`config.mk`:
```
export PLATFORM = sky130hd
export DESIGN_NAME = logic_gate_bank_pipe
export DESIGN_NICKNAME = d
export VERILOG_FILES = /design/src/rtl/logic_gate_pkg.sv /design/src/rtl/logic_pipe_stage.sv /design/src/rtl/logic_gate_bank_pipe.sv
export SDC_FILE = /design/constraint.sdc
export NUM_CORES = 1
export LEC_CHECK = 0
export CAP_MARGIN = 20
export CORE_UTILIZATION = 50
export CTS_CLUSTER_SIZE = 10
export DETAILED_ROUTE_END_ITERATION = 8
export PLACE_DENSITY = 0.85
export SYNTH_ARGS = -nofsm -noshare
export SYNTH_HDL_FRONTEND = slang
export SYNTH_SLANG_ARGS = --single-unit
```
`constraint.sdc`:
```
create_clock -name clk_i -period 5.02 [get_ports clk_i]
set_clock_uncertainty 0.15 [all_clocks]
set_input_delay 0.502 -clock clk_i [delete_from_list [all_inputs] [get_ports clk_i]]
set_output_delay 0.502 -clock clk_i [all_outputs]
set_load 0.02 [all_outputs]
```
`src/rtl/logic_gate_pkg.sv`:
```
// Shared gate-function definitions for the gate bank pipeline.
package logic_gate_pkg;

  // Widest gate the reduction helper supports.
  localparam int unsigned MaxFanin = 8;

  typedef enum logic [1:0] {
    GATE_OR  = 2'd0,
    GATE_AND = 2'd1,
    GATE_XOR = 2'd2,
    GATE_NOR = 2'd3
  } gate_mode_e;

  // Reduce the low `fanin` bits of `bits` with the selected function.
  // Bits at or above `fanin` are ignored.
  function automatic logic gate_eval(input logic [MaxFanin-1:0] bits,
                                     input int unsigned fanin,
                                     input gate_mode_e mode);
    logic or_r;
    logic and_r;
    logic xor_r;
    logic res;
    or_r  = 1'b0;
    and_r = 1'b1;
    xor_r = 1'b0;
    for (int unsigned i = 0; i < MaxFanin; i++) begin
      if (i < fanin) begin
        or_r  = or_r | bits[i];
        and_r = and_r & bits[i];
        xor_r = xor_r ^ bits[i];
      end
    end
    case (mode)
      GATE_OR:  res = or_r;
      GATE_AND: res = and_r;
      GATE_XOR: res = xor_r;
      GATE_NOR: res = ~or_r;
      default:  res = or_r;
    endcase
    return res;
  endfunction

endpackage

```
`src/rtl/logic_pipe_stage.sv`:
```
// One valid/data register slice of the result pipeline.
module logic_pipe_stage #(
  parameter int unsigned Width = 4
) (
  input  logic             clk_i,
  input  logic             rst_i,
  input  logic             up_valid_i,
  input  logic [Width-1:0] up_data_i,
  input  logic             advance_i,
  output logic             valid_o,
  output logic [Width-1:0] data_o
);

  logic             valid_q, valid_d;
  logic [Width-1:0] data_q, data_d;
  logic             load;

  // An empty slice always loads; a full one loads only as it hands its beat on.
  always_comb begin
    load    = !valid_q || advance_i;
    valid_d = valid_q;
    data_d  = data_q;
    if (load) begin
      valid_d = up_valid_i;
      // Data only moves with a real beat, so idle input never disturbs it.
      if (up_valid_i) begin
        data_d = up_data_i;
      end
    end
  end

  // Slice state register with synchronous reset.
  always_ff @(posedge clk_i) begin
    if (rst_i) begin
      valid_q <= 1'b0;
      data_q  <= '0;
    end else begin
      valid_q <= valid_d;
      data_q  <= data_d;
    end
  end

  assign valid_o = valid_q;
  assign data_o  = data_q;

endmodule

```
`src/rtl/logic_gate_bank_pipe.sv`:
```
// Bank of CHANNELS FANIN-input gates with per-beat function select, followed by
// a STAGES-deep valid/ready pipeline and a completed-transfer counter.
module logic_gate_bank_pipe
  import logic_gate_pkg::*;
#(
  parameter int unsigned CHANNELS = 4,
  parameter int unsigned FANIN    = 2,
  parameter int unsigned STAGES   = 2
) (
  input  logic                      clk_i,
  input  logic                      rst_i,
  input  logic                      in_valid_i,
  output logic                      in_ready_o,
  input  logic [CHANNELS*FANIN-1:0] in_data_i,
  input  logic [1:0]                mode_i,
  output logic                      out_valid_o,
  input  logic                      out_ready_i,
  output logic [CHANNELS-1:0]       out_data_o,
  output logic [15:0]               xfer_count_o
);

  logic [CHANNELS-1:0] gate_res;
  logic [STAGES-1:0]   stg_valid;
  logic [STAGES-1:0]   stg_adv;
  logic [CHANNELS-1:0] stg_data [STAGES];
  logic [15:0]         xfer_q, xfer_d;

  // Evaluate every channel's gate on the current input beat.
  always_comb begin
    logic [MaxFanin-1:0] operand;
    operand  = '0;
    gate_res = '0;
    for (int unsigned c = 0; c < CHANNELS; c++) begin
      operand             = '0;
      operand[FANIN-1:0]  = in_data_i[c*FANIN +: FANIN];
      gate_res[c]         = gate_eval(operand, FANIN, gate_mode_e'(mode_i));
    end
  end

  // Ready ripples back from the output: a stage advances when the next one loads.
  always_comb begin
    logic next_load;
    next_load = out_ready_i;
    stg_adv   = '0;
    for (int k = STAGES - 1; k >= 0; k--) begin
      stg_adv[k] = next_load;
      next_load  = !stg_valid[k] || next_load;
    end
    in_ready_o = next_load;
  end

  for (genvar k = 0; k < STAGES; k++) begin : g_stage
    logic                up_valid;
    logic [CHANNELS-1:0] up_data;

    if (k == 0) begin : g_head
      assign up_valid = in_valid_i;
      assign up_data  = gate_res;
    end else begin : g_body
      assign up_valid = stg_valid[k-1];
      assign up_data  = stg_data[k-1];
    end

    logic_pipe_stage #(
      .Width(CHANNELS)
    ) u_stage (
      .clk_i     (clk_i),
      .rst_i     (rst_i),
      .up_valid_i(up_valid),
      .up_data_i (up_data),
      .advance_i (stg_adv[k]),
      .valid_o   (stg_valid[k]),
      .data_o    (stg_data[k])
    );
  end

  assign out_valid_o = stg_valid[STAGES-1];
  assign out_data_o  = stg_data[STAGES-1];

  // Count completed output handshakes, wrapping naturally at 16 bits.
  always_comb begin
    xfer_d = xfer_q;
    if (out_valid_o && out_ready_i) begin
      xfer_d = xfer_q + 16'd1;
    end
  end

  // Transfer counter register.
  always_ff @(posedge clk_i) begin
    if (rst_i) begin
      xfer_q <= '0;
    end else begin
      xfer_q <= xfer_d;
    end
  end

  assign xfer_count_o = xfer_q;

endmodule

```
Word-level counts from Yosys, hierarchy flattened. Cells that the tools add are included. W data, S select, Z words.

Equality and inequality tests: 3. Bitwise operators: 16. Add/sub/neg operators: 1. Shifts and indexed selects: 0. Reductions and logical operators: 8. Order comparisons: 0. Div/mod/pow operators: 0. Multipliers: 0. Mux-type cells: 4.

Operator list (count): $add A16 B1 Y16 const B (1); $pmux W1 S4 (4); $and A1 B1 Y1 (4); $eq A2 B2 Y1 const B (2); $not A1 Y1 (4); $or A1 B1 Y1 (4); $reduce_and A2 Y1 (2); $xor A1 B1 Y1 (4); $eq A2 B1 Y1 const B (1); $logic_not A1 Y1 (2); $logic_not A2 Y1 (1); $logic_or A1 B1 Y1 (2); $logic_and A1 B1 Y1 (1).

Bits in latches: 0. Bits in writable memories: 0. Bits of input ports: 14. Memories: 0. Bits in registers: 26. Memory bits (read-only): 0.

Longest topological paths before layout. Gate-level depths: netlist of the first run.

Depth after elaboration: 4. Gate-level depth with buffers: 6.

By module. A second synthesis of the first run with hierarchy kept.

Cell total of the unflattened synthesis: 170. Area total of the unflattened synthesis: 1473.9 sq um.

Modules (own cells, without submodules): logic_gate_bank_pipe (cells an instance 128, times used 1, area an instance 1031.0 sq um, seq. area each 320.3 sq um); logic_pipe_stage (cells an instance 21, times used 2, area an instance 221.5 sq um, seq. area each 100.1 sq um).

Worst setup path before layout of the first run. No wires, ideal clock.

Kind: flip-flop to flip-flop. From: reg g_stage[1].u_stage.valid_q. To: reg xfer_q[11], in the netlist xfer_count_o[11]. Arrival time: 1.583 ns. Stages on the path, launching flop included: 5. Required time: 4.747 ns. Path slack: 3.164 ns. Clock period less this slack: 1.856 ns. Cells stage by stage: dfxtp_1 nand3_2 nor4_4 and3_2 mux2_1.

Cells in the longest elaborated chain, start to end: 1.

Ends and longest elaborated chain: start: declaration (line logic_pipe_stage.sv:14) `logic valid_q, valid_d;`; start signal: assignment (line logic_pipe_stage.sv:38) `valid_q <= valid_d;`; $logic_and A1 B1 Y1 (line logic_gate_bank_pipe.sv:83) `if (out_valid_o && out_ready_i) begin`; end signal: assignment (line logic_gate_bank_pipe.sv:93) `xfer_q <= xfer_d;`; end: declaration (line logic_gate_bank_pipe.sv:26) `logic [15:0] xfer_q, xfer_d;`.

Every way passes these cells. A chain may end at the register's enable or synchronous reset.

Worst setup path in the final report of the first run.
From: in out_ready_i. To: out in_ready_o.

Cells in the longest elaborated chain, start to end: 2.

Ends and longest elaborated chain: start: declaration (line logic_gate_bank_pipe.sv:17) `input logic out_ready_i,`; $logic_or A1 B1 Y1 (2 in series) (line logic_gate_bank_pipe.sv:47) `next_load = !stg_valid[k] || next_load;`; end: declaration (line logic_gate_bank_pipe.sv:13) `output logic in_ready_o,`.

Every way passes these cells.

==> metrics.yaml, run 1 <==
drt_iter0_drc: 16
routed_via_density: 5.42
num_vias: 1219
fillers: 200
postCtsSetupRepairBufs: 0
slew_viol_final: 0
period_share: 0.519
gp_congestion: 0.756
critPathMaxFanout: 8
synth_area_leaders: "dfxtp_1 (38%), ha_1 (8.2%), nor2_1 (6.0%)"
maxCapViolCount: 0
ios: 36
fp.dieW_um: 54.4
htreeDepth: 1
yosys.area.top_type: "dfxtp_1"
final-hold-violation-count: 0
dr.pass1.iters: 4
io_buffers: 35
cts_hold_buffers: 0
cts_root_buffer: "clkbuf_4"
hp-class: "reg2reg"
rsz0062_at_grt: "false"
outcome: "completed"
gr-total-overflow: 0
post-dp-hpwl_mm: 2.16
slowest_stage: "clkdlybuf4s50_1"
antenna_found_initial: 0
fin_nets: 219
worstPathCellList: "clkdlybuf4s50_1 -> nand3b_1 -> clkdlybuf4s50_1"
dieArea_sq_um: 2960
path_clk_slew_ns: 0.14
synth.cell_area_sq_um: 1370
grt_pass1_wl_mm: 4.30
grt_max_degree: 31
netlist_instances: 161
wl_per_cell_um: 12.0
placed_area_sq_um: 1740
ys.warnings.count: 0
utilization: 0.706
ys_ff_latch: 26
routed_wl_mm: 2.70
worstSkewPairLatency_ns: 0.32
core_sq_um: 2540
ys.flop_type: "dfxtp_1"
worst_pin_slew_ns: 1.01
relSlewSlack: 0.324
dieHeight_um: 54.4
cts_buffer_depth: 2
initial_core_util: 0.540
synth_edf_count: 0
critPathMostFrequentCell: "clkdlybuf4s50_1"
drc: 0
period_needed_ns: 2.60
avgSynthCellArea_sq_um: 8.53
grtUsageTotal: 0.200
setup_viol: 0
crit_required_ns: 4.37
ys_seq_area_frac: 0.379
placementRows: 18
crit_path_end_kind: "primary output"
yosysUniqueCellTypes: 33
critPathLaunchType: "primary input"
cts-buffers-inserted: 3
p_leak_uw: 0.000737
pwr_density_cell_nw_per_um2: 226
area_growth_pct: 30.7
setup.worst_path.class: "in2out"
postCtsResizedCells: 0
drive_above_1_share: 0.0564
setup_tns_ns: 0
syn_nets: 184
synth_top_area_frac: 0.379
cts_tree: "done"
finalInstanceArea_sq_um: 1800
cts_sinks: 26
critPathMaxStageDelay_ns: 0.63
max_freq_ghz: 0.384
num_antenna_cells: 0
first_global_vias: 1040
antenna_left: 0
vdd_drop_max_v: 0.000253
cp_data_arrival_time_ns: 1.95
ys_async_sr_fraction: 0
-- metal layers --
metal / GRT usage / vias up / wire length [um]
li1: - / 623 / -
met5: 0 / - / 0
met1: 0.209 / 564 / 1160
met3: 0.0167 / 4 / 75
met2: 0.394 / 28 / 1420
met4: 0.0897 / 0 / 44
-- power breakdown --
part	switching (uW)	total [uW]	internal (uW)
Clock	59.3	140	80.7
Combinational	25.1	50.5	25.3
Sequential	3.88	215	212
-- worst paths after layout --
kind,startpoint,endpoint,slack [ns],cells after the start
setup reg to reg,g_stage[1].u_stage.valid_o$_SDFFE_PP0P_,xfer_count_o[11]$_SDFFE_PP0P_,3.12,4
hold reg to reg,g_stage[0].u_stage.data_o[0]$_SDFFE_PP0P_,g_stage[0].u_stage.data_o[0]$_SDFFE_PP0P_,0.36,2
hold / removal,g_stage[0].u_stage.data_o[0]$_SDFFE_PP0P_,g_stage[0].u_stage.data_o[0]$_SDFFE_PP0P_,0.36,2
setup / recovery,out_ready_i,in_ready_o,2.42,3
-- flip-flops by register name (all words and copies together) (netlist names) --
name / count
xfer_count_o: 16
g_stage.u_stage.valid_o: 2
g_stage.u_stage.data_o: 8
-- cells by family (layout without fill, tap and decap cells) --
logic type	count (synthesis)	after routing	share of synthesized area
AOI/OAI and AO/OA	23	23	0.105
xor gates and xnor gates	9	9	0.0574
adders and majority gates	9	9	0.0820
buffers and inverters	17	51	0.0464
DFF	26	26	0.379
muxes	8	8	0.0619
and+or+nand+nor	69	69	0.269
-- cell type report --
type	instances	area (sq um)	area share
Clock inverter	1	30.0	0.0167
Sequential cell	26	520	0.290
Multi-Input combinational cell	118	790	0.440
Clock buffer	3	22.5	0.0125
Tap cell	30	37.5	0.0209
Inverter	12	45.0	0.0251
Timing Repair Buffer	35	350	0.195
-- layout by cell type, fill, tap and decap left out, types with 4 or more instances in the layout --
cell | netlist | layout
nand3_1 | 6 | 6
ha_1 | 9 | 9
a21oi_1 | 6 | 6
clkdlybuf4s50_1 | 0 | 35
inv_1 | 12 | 12
nand4_1 | 4 | 4
nand2_1 | 9 | 9
nor2b_1 | 8 | 8
nor2_1 | 22 | 22
xor2_1 | 7 | 7
nor3_1 | 7 | 7
mux2i_1 | 4 | 4
a211oi_1 | 4 | 4
o21ai_0 | 5 | 5
dfxtp_1 | 26 | 26
-- Yosys cell counts, drive strengths merged, types with 4 or more instances --
cell type and instances:
xor2 7, a211oi 4, nand4 4, clkbuf 5, o21ai 6, dfxtp 26, mux2i 4, inv 12
nor2b 8, nand2 9, mux2 4, nor2 22, nor3 7, a21oi 6, ha 9, nand3 7
-- worst max-delay path, delay by kind of cell --
kind                   cells  cell delay [ns]
buffers and inverters      2             1.23
AND/OR/NAND/NOR            1             0.22
-- through the flow --
step                      hold slack, ns  setup WS (ns)  total power (uW)  std cells
after global placement             0.320           2.42               267        221
after detailed placement           0.330           2.42               271        221
after global routing               0.378           2.36               422        225
after floorplan                    0.305           3.16               249        161
final                              0.360           2.42               406        225
after CTS                          0.357           2.42               409        225
No activity file was read; power rests on OpenSTA's default activity.
==> inputs of run 2 (changes only) <==
- CORE_UTILIZATION: 50 -> 43
- PLACE_DENSITY: 0.85 -> 0.78
- clock period: 5.02 -> 2.2 ns (I/O delays scaled with it)
==> metrics.yaml, run 2 (synthesis results as in run 1) <==
grt_pass1_wl_mm: 4.77  # +11%
grt_util_met2: 0.360  # -0.0347
drt_iter0_drc: 36  # +20
drive_above_1_share: 0.0754  # +0.0190
path_clk_slew_ns: 0.14  # about the same
worst_pin_slew_ns: 0.552  # -0.458 ns
maxCapViolCount: 0  # unchanged
drc: 0  # unchanged
hp-class: "in2reg"
final_common_cell: "clkdlybuf4s50_1"
gr-total-overflow: 0  # unchanged
pwr-share-comb: 0.126  # +0.002
post-dp-hpwl_mm: 2.16  # about the same
routed_via_density: 5.15  # -4.9%
met1_usage: 0.174  # -0.0351
antenna_found_initial: 0  # unchanged
p_sw_frac: 0.220  # +0.00211
cts_tree: "done"
grt_use_met3: 0.0198  # +0.00311
htreeDepth: 1  # unchanged
core_sq_um: 3050  # +20%
dieHeight_um: 58.5  # +7.6%
num_antenna_cells: 0  # unchanged
num_vias: 1252  # +2.7%
p_leak_uw: 0.000755  # +2.5%
crit_required_ns: 1.83  # -2.54 ns
layout_common_cells: "clkdlybuf4s50_1 (35), dfxtp_1 (26), nor2_1 (22), inv_1 (12)"
dr.pass1.iters: 4  # unchanged
cts_hold_buffers: 0  # unchanged
postCtsSetupRepairBufs: 0  # unchanged
outcome: "completed"
routed_wl_mm: 2.70  # -0.11%
antenna_left: 0  # unchanged
grtUsageTotal: 0.178  # -0.0222
cts_root_buffer: "clkbuf_4"
max_freq_ghz: 0.507
p_int_uw: 728  # +130%
critPathLaunchType: "register"
critPathMaxFanout: 9  # +1
largest_reg_flops: 16  # unchanged
wl_per_cell_um: 11.1  # -7.5%
power_switching_uw: 205  # +130%
cts_sinks: 26  # unchanged
power_uw: 932  # +130%
initial_core_util: 0.450  # -0.0898
pwr_density_cell_nw_per_um2: 506  # +120%
slew_viol_final: 0  # unchanged
setup.worst_path.class: "reg2out"
crit_path_end_kind: "primary output"
busiest_layer: "met2"
worstSkewPairLatency_ns: 0.32  # about the same
final-hold-violation-count: 0  # unchanged
io_buffers: 35  # unchanged
setup_tns_ns: 0  # unchanged
period_share: 0.897
grt_max_degree: 18  # -42%
relSlewSlack: 0.631  # +0.306
setup_viol: 0  # unchanged
cts_buffer_depth: 2  # unchanged
gp_congestion: 0.726  # -3.9%
cts-buffers-inserted: 3  # unchanged
fillers: 312  # +56%
first_global_vias: 1224  # +18%
postCtsResizedCells: 0  # unchanged
clockPowerShare: 0.347  # +0.002
seq_power_share: 0.527  # -0.004
vdd_drop_max_v: 0.000259  # +2.4%
cp_data_arrival_time_ns: 1.60  # -0.35 ns
dieArea_sq_um: 3430  # +16%
ios: 36  # unchanged
area_growth_pct: 34.2
placementRows: 20  # +2
rsz0062_at_grt: "false"
period_needed_ns: 1.97
fin_nets: 223  # +1.8%
fp.dieW_um: 58.5  # +7.6%
[run 2: power by group through the flow]
stage	Sequential [uW]	Clock, uW	Combinational [uW]
6_report	491	324	118
5_1_grt	494	347	134
4_1_cts	491	331	120
3_5_place_dp	502	0	119
3_3_place_gp	501	0	112
2_1_floorplan	506	0	61.5
[run 2: final timing paths]
| check | slack, ns | cells after the start | startpoint | to |
|---|---|---|---|---|
| setup / recovery | 0.23 | 2 | g_stage[1].u_stage.valid_o$_SDFFE_PP0P_ | in_ready_o |
| hold / removal | 0.34 | 3 | in_valid_i | g_stage[0].u_stage.valid_o$_SDFFE_PP0P_ |
| setup reg to reg | 0.34 | 4 | g_stage[1].u_stage.valid_o$_SDFFE_PP0P_ | xfer_count_o[11]$_SDFFE_PP0P_ |
| hold reg to reg | 0.36 | 2 | g_stage[0].u_stage.data_o[1]$_SDFFE_PP0P_ | g_stage[0].u_stage.data_o[1]$_SDFFE_PP0P_ |
[run 2: cell type report]
class	count	area [sq um]	share of cell area
tap	44	55.1	0.0299
clock buffer	3	22.5	0.0122
inverter	12	45.0	0.0244
clock inverter	1	30.0	0.0163
sequential	26	520	0.282
timing repair buffer	39	380	0.206
multi-input combinational	118	790	0.428
[run 2: routing by layer]
layer / up-vias / wire length, um
met4: 0 / 58
met3: 6 / 112
li1: 634 / -
met1: 578 / 1070
met5: - / 0
met2: 34 / 1450
[run 2: metrics by stage]
step	instance area [sq um]	setup WS, ns	hold WS (ns)	util	instances
4_1_cts	1840	0.208	0.332	0.604	243
6_report	1840	0.227	0.345	0.604	243
5_1_grt	1840	0.102	0.337	0.604	243
3_3_place_gp	1790	0.175	0.325	0.586	239
3_5_place_dp	1790	0.112	0.333	0.586	239
2_1_floorplan	1370	0.344	0.199	-	161
[run 2: critical path, stage by stage (launching register included)]
cell,delay [ns]
dfxtp_1,0.51
nand3b_1,0.19
clkdlybuf4s50_1,0.58
==> variant 1 (settings of run 1) <==
Put one more register stage on the output `xfer_count_o`, without a reset. The value now appears one clock later. The other outputs are not delayed to match.
--- a/src/rtl/logic_gate_bank_pipe.sv
+++ b/src/rtl/logic_gate_bank_pipe.sv
@@ -94,7 +94,9 @@
     end
   end
 
-  assign xfer_count_o = xfer_q;
+  always_ff @(posedge clk_i) begin
+    xfer_count_o <= xfer_q;
+  end
 
 endmodule
 
Behaviour: not the same (a bounded check fails within 4 cycles, from zero or initial values and one cycle with rst_i high).
==> variant 1 against run 1 <==
  * Routed wire length is 1.9% lower
  * Largest cell class is now registers
  * Register-to-register slack better by 0.05 ns
  * Highest routed layer unchanged
  * Area after synthesis is 22% higher
  * Via count is 4.1% higher
  * Design area is 18% higher
  * Sequential cell count is 16 higher
  * Power is 38% higher
  * Setup slack better by 0.043 ns
  * First-iteration DRC count is 75% higher
==> variant 1: results (changes against run 1) <==
outcome: "complete, no violations"
synth_cell_types: 31  # -6.1%
p_leak_nw: 0.848  # +15%
firstDrtPassIters: 4  # unchanged
cts_buffers: 5  # +2
port_buffers: 35  # unchanged
syn_nets: 202  # +9.8%
worstMarginPinSlew_ns: 0.896  # -0.114 ns
cts_setup_buffers: 0  # unchanged
gp_congestion: 0.730  # -3.4%
whs_endpoint: "xfer_count_o[15]"
drt_iter0_markers: 28  # +12
worstPathMaxFanout: 8  # unchanged
ir_drop_uv: 117  # -54%
reg2reg_slack_ns: 3.17  # +0.05 ns
synth_area_leaders: "dfxtp_1 (50%), ha_1 (6.7%), nor2_1 (4.9%)"
yosysSeqAreaShare_pct: 50.2  # +12 points
ys_warn_count: 0  # unchanged
timing.rr.start: "g_stage[1].u_stage.valid_o"
grt_max_degree: 27  # -13%
clk_pin_slew_ns: 0.11  # -0.03 ns
drive_gt1_share_pct: 6.54  # +0.90 points
track_usage_pct: 17.9  # -2.1 points
cts.htree.levels: 2  # +1
ctsRootBufferMaster: "clkbuf_4"
hold_ws_ns: 0.237  # -0.123 ns
clk_latency_ns: 0.35  # +0.03 ns
ctsResizeCount: 0  # unchanged
vias_per_cell: 4.92  # -9.2%
worstHoldPathCells: 0  # -2
cts.path.max_buffers: 2  # unchanged
hold_class: "flip-flop to flip-flop"
crit_arrival_ns: 1.91  # -0.04 ns
grt_first_pass_wirelength_um: 4560  # +6.1%
fin_nets: 236  # +7.8%
timing.rr.end: "xfer_q[15]"
synthTopCellsByCount: "dfxtp_1 (42), nor2_1 (22), inv_1 (16)"
hold_path.startpoint: "xfer_q[15]"
ff2ff_path_depth: 4  # unchanged
wirelength_um: 2650  # -1.9%
diodes: 0  # unchanged
dp_hpwl_um: 2020  # -6.5%
grt_pass1_vias: 1120  # +7.7%
async_reset_ff_share_pct: 0  # unchanged
synth_top_area_cell: "dfxtp_1"
antenna_found_initial: 0  # unchanged
==> variant 1: layout make-up <==
class / count / area [µm²]
clock buffers: 6 / 51.3
clock inverters: 2 / 12.5
fillers: 258 / 1020
inverters: 16 / 60.1
multi-input cells: 113 / 742
flip-flops and latches: 42 / 841
well taps: 44 / 55.1
repair buffers: 35 / 350
==> variant 1: worst max-delay path by stage <==
stage | from | endpoint | slack [ns] | cells after the start
final | out_ready_i | in_ready_o | 2.46 | 3
after global routing | out_ready_i | in_ready_o | 2.36 | 3
after CTS | out_ready_i | in_ready_o | 2.45 | 3
after detailed placement | out_ready_i | in_ready_o | 2.45 | 3
after global placement | out_ready_i | in_ready_o | 2.47 | 3
after floorplan | g_stage[1].u_stage.valid_o | xfer_q[15] | 3.21 | 5
==> variant 1: kinds of logic after synthesis <==
group           after synthesis  synth area share [%]
compound gates               26                  9.19
xor+xnor                     12                  6.27
fa+ha+maj                     9                  6.72
buf+inv                      24                  5.53
flops                        42                  50.2
mux                           7                  4.18
simple gates                 59                  17.9
==> variant 1: layer usage <==
metal	wire length (µm)	track usage (%)
met5	0	0
met4	69	11.0
met3	194	5.19
met2	1250	31.1
met1	1130	18.9
==> variant 1: per-stage QoR <==
step	std cells	worst slack, ns	total power, mW	cell area, µm²
2_1_floorplan	179	3.21	0.379	1680
3_3_place_gp	250	2.47	0.397	2050
3_5_place_dp	250	2.45	0.399	2050
4_1_cts	258	2.45	0.568	2110
5_1_grt	258	2.36	0.587	2110
6_report	258	2.46	0.561	2110
==> variant 1: critical path, cell delays in order <==
cell             delay [ns]
clkdlybuf4s50_1        0.60
nand3b_1               0.18
clkdlybuf4s50_1        0.62
==> variant 1: power by group <==
group	internal (mW)	total, mW	switching [mW]
combinational	0.0247	0.0486	0.0239
sequential	0.339	0.342	0.00377
clock	0.0673	0.170	0.103
total	0.431	0.561	0.131
==> variant 2 (flow settings as in run 1) <==
Made on the original files. `STAGES`: 2 -> 4.
--- a/src/rtl/logic_gate_bank_pipe.sv
+++ b/src/rtl/logic_gate_bank_pipe.sv
@@ -5,7 +5,7 @@
 #(
   parameter int unsigned CHANNELS = 4,
   parameter int unsigned FANIN    = 2,
-  parameter int unsigned STAGES   = 2
+  parameter int unsigned STAGES   = 4
 ) (
   input  logic                      clk_i,
   input  logic                      rst_i,
Behaviour: not the same (a bounded check fails within 4 cycles, from zero or initial values and one cycle with rst_i high).
==> variant 2 against run 1 <==
  * Global-route usage shrank 0.67 points
  * Count of clock-buffer cells in the layout increased by 3
  * Sequential cell count increased by 10
  * Die area grew 25%
  * Design area rose by 22%
  * Routed wire length rose by 13%
  * Sequential power up 37%
  * Setup slack got worse by 0.14 ns
  * Power increased by 34%
  * Area after synthesis increased by 26%
  * Critical path type unchanged
  * Critical endpoint unchanged
  * Critical path depth increased by 1
  * Synthesized cell count grew 27%
  * Clock power rose by 44%
==> variant 2: results (changes against run 1) <==
outcome: "complete, no violations"
cts.htree.levels: 2  # +1
yosysSeqAreaShare_pct: 41.7  # +3.8 points
grt_pass1_vias: 1272  # +22%
cts_buffers: 5  # +2
startpoint: "out_ready_i"
grt_max_degree: 40  # +29%
crit_arrival_ns: 2.09  # +0.14 ns
clk_latency_ns: 0.35  # +0.03 ns
syn_nets: 227  # +23%
ctsResizeCount: 0  # unchanged
reg2reg_slack_ns: 3.08  # -0.04 ns
synth_area_leaders: "dfxtp_1 (42%), ha_1 (6.5%), nor2_1 (6.3%)"
ff2ff_path_depth: 4  # unchanged
dp_hpwl_um: 2180  # +1.2%
firstDrtPassIters: 4  # unchanged
track_usage_pct: 19.3  # -0.67 points
hold_class: "flip-flop to flip-flop"
hold_path.startpoint: "g_stage[2].u_stage.data_o[1]"
synth_top_area_cell: "dfxtp_1"
antenna_found_initial: 0  # unchanged
drt_iter0_markers: 83  # +67
gp_congestion: 0.716  # -5.3%
fin_nets: 261  # +19%
synth_cell_types: 32  # -3.0%
dr_total_vias: 1444  # +18%
worstMarginPinSlew_ns: 0.557  # -0.454 ns
whs_endpoint: "g_stage[2].u_stage.data_o[1]"
wirelength_um: 3050  # +13%
synthTopCellsByCount: "dfxtp_1 (36), nor2_1 (29), a21oi_1 (16)"
p_leak_nw: 0.833  # +13%
async_reset_ff_share_pct: 0  # unchanged
ir_drop_uv: 182  # -28%
ys_warn_count: 0  # unchanged
grt_first_pass_wirelength_um: 5240  # +22%
synth_edf_count: 0  # unchanged
drive_gt1_share_pct: 7.95  # +2.3 points
timing.rr.start: "g_stage[3].u_stage.valid_o"
cts.path.max_buffers: 2  # unchanged
clk_pin_slew_ns: 0.11  # -0.03 ns
placed_cell_area_mm2: 0.00211  # +21%
variant 2: cell types whose count changed after synthesis, sizes merged, moves of 5 or more:
cell   change
a21oi     +10
dfxtp     +10
nand2      +5
nand3      +5
nor2       +7
variant 2: worst max path at each step:
stage	end	slack, ns	depth (start not counted)
after floorplan	xfer_count_o[13]	3.10	4
after global placement	in_ready_o	2.28	4
after CTS	in_ready_o	2.27	4
after detailed placement	in_ready_o	2.28	4
after global routing	in_ready_o	2.20	4
final	in_ready_o	2.28	4
variant 2: cell families (layout without fill, tap and decap cells):
kind of cell,Yosys count,after routing,share of synthesized area (%)
adders and majority gates,9,9,6.52
and+or+nand+nor,83,83,24.0
muxes,11,11,6.59
buffers and inverters,22,57,4.78
DFF,36,36,41.7
xor gates and xnor gates,8,8,4.06
AOI/OAI and AO/OA,35,35,12.3
variant 2: layout make-up:
class | instances | area [µm²]
fillers | 277 | 970
clock inverters | 2 | 35.0
inverters | 13 | 48.8
well taps | 44 | 55.1
clock buffers | 6 | 41.3
repair buffers | 36 | 358
multi-input cells | 146 | 925
flip-flops and latches | 36 | 721
variant 2: routing by layer:
| layer | up-vias | share of wire, % | GRT usage, % |
|---|---|---|---|
| met2 | 31 | 48 | 31.4 |
| met1 | 647 | 47 | 22.9 |
| li1 | 764 | - | - |
| met3 | 2 | 4.6 | 6.82 |
| met5 | - | 0 | 0 |
| met4 | 0 | 0.26 | 8.77 |
variant 2: metrics by stage:
stage                     total power, mW  setup WS [ns]  hold slack [ns]  instances
after floorplan                     0.329           3.10            0.286        204
after global placement              0.346           2.28            0.293        275
after detailed placement            0.347           2.28            0.298        275
after CTS                           0.548           2.27            0.314        283
after global routing                0.566           2.20            0.341        283
final                               0.542           2.28            0.312        283
variant 2: critical path, cell delays in order:
cell and delay, ns:
clkdlybuf4s50_1 0.61, and4b_2 0.31, nand2_1 0.08, clkdlybuf4s50_1 0.59
variant 2: power by group:
part	internal (mW)	switching (mW)	total [mW]
logic	0.0233	0.0228	0.0461
registers	0.291	0.00384	0.295
clock network	0.104	0.0974	0.202
